--- src/rtl/kypd_scan.sv ---
// kypd_scan: column-scanning driver and debounced decoder for a 4x4 matrix
// keypad. One column is pulled low per dwell period, the rows are sampled at
// the end of the dwell, and a whole-scan result must repeat DEBOUNCE_SCANS
// times before a key press or release is accepted.
module kypd_scan #(
    parameter int SCAN_DIV       = 100000,
    parameter int DEBOUNCE_SCANS = 4
) (
    input  logic       i_clk,
    input  logic       i_rst_n,
    input  logic [3:0] i_row,
    output logic [3:0] o_col,
    output logic [3:0] o_key,
    output logic       o_key_valid,
    output logic       o_key_held
);

    localparam int DIV_W = (SCAN_DIV > 1) ? $clog2(SCAN_DIV) : 1;
    localparam int CNT_W = $clog2(DEBOUNCE_SCANS + 1);
    localparam logic [DIV_W-1:0] DIV_LAST = DIV_W'(SCAN_DIV - 1);
    localparam logic [CNT_W-1:0] CNT_MAX  = CNT_W'(DEBOUNCE_SCANS);

    typedef enum logic [1:0] {
        RES_NONE   = 2'd0,
        RES_SINGLE = 2'd1,
        RES_MULTI  = 2'd2
    } resKind_t;

    typedef enum logic {
        ST_IDLE = 1'b0,
        ST_HELD = 1'b1
    } state_t;

    // Map a scan position (column*4 + row) to the hex code printed on the key.
    function automatic logic [3:0] keyLut(input logic [3:0] idx);
        logic [3:0] code;
        case (idx)
            4'd0:    code = 4'h1;
            4'd1:    code = 4'h4;
            4'd2:    code = 4'h7;
            4'd3:    code = 4'h0;
            4'd4:    code = 4'h2;
            4'd5:    code = 4'h5;
            4'd6:    code = 4'h8;
            4'd7:    code = 4'hF;
            4'd8:    code = 4'h3;
            4'd9:    code = 4'h6;
            4'd10:   code = 4'h9;
            4'd11:   code = 4'hE;
            4'd12:   code = 4'hA;
            4'd13:   code = 4'hB;
            4'd14:   code = 4'hC;
            default: code = 4'hD;
        endcase
        return code;
    endfunction

    logic [3:0]       r_rowMeta;
    logic [3:0]       r_rowSync;
    logic [DIV_W-1:0] r_divCnt;
    logic [1:0]       r_colIdx;
    logic [3:0]       r_col;
    logic [11:0]      r_pressMap;
    logic [CNT_W-1:0] r_stableCnt;
    logic [5:0]       r_prevResult;
    state_t           r_state;
    logic [3:0]       r_key;
    logic             r_keyValid;
    logic             r_keyHeld;

    logic             w_tick;
    logic             w_scanDone;
    logic [1:0]       w_nextColIdx;
    logic [15:0]      w_scanMap;
    logic [4:0]       w_pressCount;
    logic [3:0]       w_firstIdx;
    resKind_t         w_resKind;
    logic [3:0]       w_resCode;
    logic [5:0]       w_result;
    logic             w_match;
    logic [CNT_W-1:0] w_nextCnt;
    logic             w_stable;

    assign w_tick       = (r_divCnt == DIV_LAST);
    assign w_scanDone   = w_tick && (r_colIdx == 2'd3);
    assign w_nextColIdx = r_colIdx + 2'd1;

    // Column 3 is taken straight from the synchronizer on the scan-done tick.
    assign w_scanMap    = {~r_rowSync, r_pressMap};

    // Bring the asynchronous row lines into the clock domain; idle rows read high.
    always_ff @(posedge i_clk or negedge i_rst_n) begin
        if (!i_rst_n) begin
            r_rowMeta <= 4'hF;
            r_rowSync <= 4'hF;
        end else begin
            r_rowMeta <= i_row;
            r_rowSync <= r_rowMeta;
        end
    end

    // Dwell counter and column stepping; the column drive moves with the index.
    always_ff @(posedge i_clk or negedge i_rst_n) begin
        if (!i_rst_n) begin
            r_divCnt <= '0;
            r_colIdx <= 2'd0;
            r_col    <= 4'b1110;
        end else if (w_tick) begin
            r_divCnt <= '0;
            r_colIdx <= w_nextColIdx;
            r_col    <= ~(4'b0001 << w_nextColIdx);
        end else begin
            r_divCnt <= r_divCnt + 1'b1;
        end
    end

    // Capture the pressed rows of columns 0..2 at the end of their dwell.
    always_ff @(posedge i_clk or negedge i_rst_n) begin
        if (!i_rst_n) begin
            r_pressMap <= '0;
        end else if (w_tick && (r_colIdx != 2'd3)) begin
            r_pressMap[{r_colIdx, 2'b00} +: 4] <= ~r_rowSync;
        end
    end

    // Reduce the 16 sampled positions to NONE, one key code, or MULTI.
    always_comb begin
        w_pressCount = '0;
        w_firstIdx   = '0;
        for (int i = 0; i < 16; i++) begin
            if (w_scanMap[i]) begin
                w_pressCount = w_pressCount + 5'd1;
                w_firstIdx   = 4'(i);
            end
        end
        w_resKind = RES_MULTI;
        w_resCode = 4'h0;
        if (w_pressCount == 5'd0) begin
            w_resKind = RES_NONE;
        end else if (w_pressCount == 5'd1) begin
            w_resKind = RES_SINGLE;
            w_resCode = keyLut(w_firstIdx);
        end
    end

    assign w_result  = {w_resKind, w_resCode};
    assign w_match   = (w_result == r_prevResult);
    assign w_nextCnt = !w_match ? CNT_W'(1) :
                       (r_stableCnt == CNT_MAX) ? CNT_MAX : r_stableCnt + 1'b1;
    assign w_stable  = (w_nextCnt == CNT_MAX);

    // Count how many consecutive scans produced the same result.
    always_ff @(posedge i_clk or negedge i_rst_n) begin
        if (!i_rst_n) begin
            r_stableCnt  <= '0;
            r_prevResult <= {RES_NONE, 4'h0};
        end else if (w_scanDone) begin
            r_stableCnt  <= w_nextCnt;
            r_prevResult <= w_result;
        end
    end

    // Accept a stable single key from IDLE; only a stable release returns to IDLE.
    always_ff @(posedge i_clk or negedge i_rst_n) begin
        if (!i_rst_n) begin
            r_state    <= ST_IDLE;
            r_key      <= 4'h0;
            r_keyValid <= 1'b0;
            r_keyHeld  <= 1'b0;
        end else begin
            r_keyValid <= 1'b0;
            if (w_scanDone && w_stable) begin
                case (r_state)
                    ST_IDLE: begin
                        if (w_resKind == RES_SINGLE) begin
                            r_state    <= ST_HELD;
                            r_key      <= w_resCode;
                            r_keyValid <= 1'b1;
                            r_keyHeld  <= 1'b1;
                        end
                    end
                    ST_HELD: begin
                        if (w_resKind == RES_NONE) begin
                            r_state   <= ST_IDLE;
                            r_keyHeld <= 1'b0;
                        end
                    end
                    default: begin
                        r_state   <= ST_IDLE;
                        r_keyHeld <= 1'b0;
                    end
                endcase
            end
        end
    end

    assign o_col       = r_col;
    assign o_key       = r_key;
    assign o_key_valid = r_keyValid;
    assign o_key_held  = r_keyHeld;

endmodule

--- config.mk ---
export PLATFORM = sky130hd
export DESIGN_NAME = kypd_scan
export DESIGN_NICKNAME = d
export VERILOG_FILES = /design/src/rtl/kypd_scan.sv
export SDC_FILE = /design/constraint.sdc
export NUM_CORES = 1
export LEC_CHECK = 0
export ABC_AREA = 0
export BUFFER_PORTS_ARGS = -buffer_cell sky130_fd_sc_hd__buf_2
export CAP_MARGIN = 20
export CORE_ASPECT_RATIO = 1.2
export CORE_UTILIZATION = 45
export DETAILED_ROUTE_END_ITERATION = 8
export PLACE_DENSITY_LB_ADDON = 0.25
export RECOVER_POWER = 100
export SETUP_SLACK_MARGIN = 0.15
export SLEW_MARGIN = 20
export SYNTH_ARGS = -nofsm -noshare
export SYNTH_HDL_FRONTEND = slang
export SYNTH_SLANG_ARGS = --single-unit
--- constraint.sdc ---
create_clock -name i_clk -period 10.51 [get_ports i_clk]
set_clock_uncertainty 0.1 [all_clocks]
set_input_delay 3.153 -clock i_clk [delete_from_list [all_inputs] [get_ports i_clk]]
set_output_delay 3.153 -clock i_clk [all_outputs]
set_load 0.01 [all_outputs]
==> run summary <==
CTS Hold Bufs: 0
Total Nets Final: 588
port bufs: 15
Final ANT Viol Nets: 0
Final Setup Violations: 0
Hold Vio Cnt, Final: 0
count of flip-flops with a built-in enable after synthesis: 0
total of max-cap violations: 1
Arrival @ worst endpoint: 10.15 ns
min-delay worst type: reg -> reg
die width: 95.55 um
most frequent CP cell: ha_4
Clk Latency, worst-skew pair: 0.33 ns
first-pass GRT wire length: 17,050 um
DRC: 0
Slew Viols, Final: 60
Synth Area in XOR/XNOR: 16.73%
GPL Wtd Cong: 0.8541
Inserted Diodes: 0
failing checks: max-capacitance violations, max-slew violations
initial antenna violation count: 0
layout cell share with drive strength beyond 1: 19.93%
Post-Syn Area: 4726 um2
Final Core Density: 55.26%
Setup CP Type: reg -> reg
leakage: 2.366 nW
vias: 3,859
core area: 10,110 um2
max frequency: 99.60 MHz
Reg clk slew, reported paths: 0.06 ns
library cells used by synthesis: 76
DP HPWL: 7171 um
post-route cell area: 5587 um2
Boundary Pins: 16
Max FO, Critical Path: 5
syn_nets: 558
CP max stage delay: 0.56 ns
crit path time final: 10.04 ns
worst-path cell with the longest stage delay: or4_4
register area share after synthesis: 31.53%
synthesis-to-finish area growth: 18.22%
Synth Area in Adders: 6.619%
Fin Hold WS: 0.2510 ns
# H-tree levels: 3
number of global-route vias before repair: 3,797
mean area per synthesized cell: 8.967 um2
Power Density: 102.6 nW/um2
status: complete, but fails checks
kind of end point of the critical path: flop
mux cell area share after synthesis: 4.104%
Root Buffer: clkbuf_16
Buf/Inv on CP: 6
Top Family by Delay on Critical Path: adder cells
max_slew headroom: -102.7%
Seq cells post-synth: 59
Slew @ Worst Pin: 3.041 ns
dominant combinational cell family by area after synthesis: simple AND/OR/NAND/NOR gates
Synth Flop Type: dfrtp_1
initial core utilization: 46.75%
Rows: 40
TritonCTS Sinks: 59
Startpoint Class: flop
die footprint: 10,920 um2
clock tree buffer depth: 2
Max VDD drop: 0.0001204 V
pin count of the biggest net entering global routing: 60
crit share post-route: 95.53%
Mapped Cells: 527
simple-gate share of the synthesized area: 20.52%
wire per inst: 14.85 um
Critical Path RT: 10.62 ns
die height: 114.3 um
CTS tree: done
GR Util All Layers: 19.74%
CTS Buf Count: 9
Area after DPL: 4932 um2
Remaining Overflow, GRT: 0
Synth async-reset ratio: 100.0%
vias per cell: 5.609
Pre-Repair DR Iteration Count: 4
final wirelength: 10,220 um
Synth Area in Compound Gates: 16.20%
Iteration-0 DRC Markers: 149
Yosys Warn Count: 0
[sequential cells by signal, summed over array words and instances, names as in the netlist, named ones only]
signal and flops:
o_col 4, o_key 4, o_key_held 1, o_key_valid 1, r_colIdx 2, r_divCnt 17
r_pressMap 12, r_prevResult 6, r_rowMeta 4, r_rowSync 4, r_stableCnt 3
[repair_timing]
| item | in CTS | in global routing |
|---|---|---|
| setup buffers | 4 | 11 |
| gates resized for setup | 14 | 39 |
| pin swaps | 5 | 14 |
| setup endpoints to repair | 9 | 15 |
[synth_stat cells, drive strengths merged, types with 4 or more instances]
cell,instances,area (um2)
a211o,4,35.03
a21oi,23,115.1
a31oi,4,25.02
and2,7,46.29
buf,9,48.79
clkbuf,10,37.54
dfrtp,48,1201
dfstp,11,289.0
ha,25,312.8
inv,31,116.4
mux2,8,93.83
mux2i,10,100.1
nand2,66,250.2
nand2b,6,37.54
nand3,15,87.59
nand3b,6,45.04
nand4,5,31.28
nor2,43,161.4
nor2b,5,31.28
nor3,8,40.04
nor4,6,52.55
nor4b,6,52.55
o211ai,5,42.54
o21ai,23,115.1
o31ai,21,157.7
or3,6,37.54
xnor2,45,427.9
xnor3,5,116.4
xor2,19,173.9
[power by group]
group | switching (mW) | internal [mW]
Sequential | 0.00308 | 0.230
Combinational | 0.0311 | 0.0186
Clock | 0.106 | 0.185
Total | 0.140 | 0.434
[layout make-up]
cell class              instances  area, um2
clock buffers                   9      225.2
clock inverters                 7      77.57
fillers                       898       4523
inverters                      31      116.4
multi-input cells             418       3298
flip-flops and latches         59       1491
well taps                     126      157.7
repair buffers                 38      220.2
[worst reg2reg max path: cells and delay by family (launching register included)]
kind,cells,cell delay [ns]
XOR/XNOR,3,0.71
multiplexers,7,1.28
buffers and inverters,6,0.63
AO/OA/AOI/OAI,14,2.08
adder cells (fa/ha/maj),13,3.35
flip-flops,1,0.40
AND/OR/NAND/NOR,10,1.35
[final timing paths]
| kind | start | end | slack (ns) | depth (start not counted) |
|---|---|---|---|---|
| setup / recovery | r_pressMap[1] | flop | 0.47 | 53 |
| hold / removal | r_rowMeta[1] | r_rowSync[1] | 0.25 | 0 |
| setup reg to reg | r_pressMap[1] | flop | 0.47 | 53 |
| hold reg to reg | r_rowMeta[1] | r_rowSync[1] | 0.25 | 0 |
| max in group asynchronous | i_rst_n | r_pressMap[2] | 4.56 | 2 |
| min in group asynchronous | i_rst_n | r_divCnt[11] | 3.81 | 2 |
[layout by cell type (no fill, tap or decap), drive strengths merged, types with 7 or more instances in the layout]
master  count
ha         25
inv        32
dfrtp      48
clkbuf     24
o31ai      21
xor2       19
o21ai      23
mux2i      10
xnor2      45
nor3        8
and2        7
buf        23
mux2        8
nor2       43
nand2      66
a21oi      23
nand3      15
dfstp      11
[metal layers]
layer  share of wire (%)  track usage (%)  wire [um]
met2                  53            34.19       5366
met1                  43            24.14       4416
met3                 2.1            2.855        210
met5                   0                0          0
met4                 2.2            8.557        224
[cell families (layout without fill, tap and decap cells)]
family / Yosys count / count (layout)
DFF: 59 / 59
xor gates and xnor gates: 72 / 72
muxes: 18 / 18
and+or+nand+nor: 192 / 192
adders and majority gates: 25 / 25
buffers and inverters: 50 / 85
AOI/OAI and AO/OA: 111 / 111
[per-stage QoR]
stage / worst slack (ns) / cells / power, mW / setup TNS (ns)
6_report: 0.4696 / 688 / 0.5733 / 0
5_1_grt: -0.01303 / 688 / 0.5963 / -0.01453
4_1_cts: 0.1696 / 677 / 0.5792 / 0
3_5_place_dp: -0.2123 / 657 / 0.2801 / -1.322
3_3_place_gp: 0.1428 / 657 / 0.2795 / 0
2_1_floorplan: 0.6047 / 527 / 0.2644 / 0
Power figures use the tool's default switching activity.
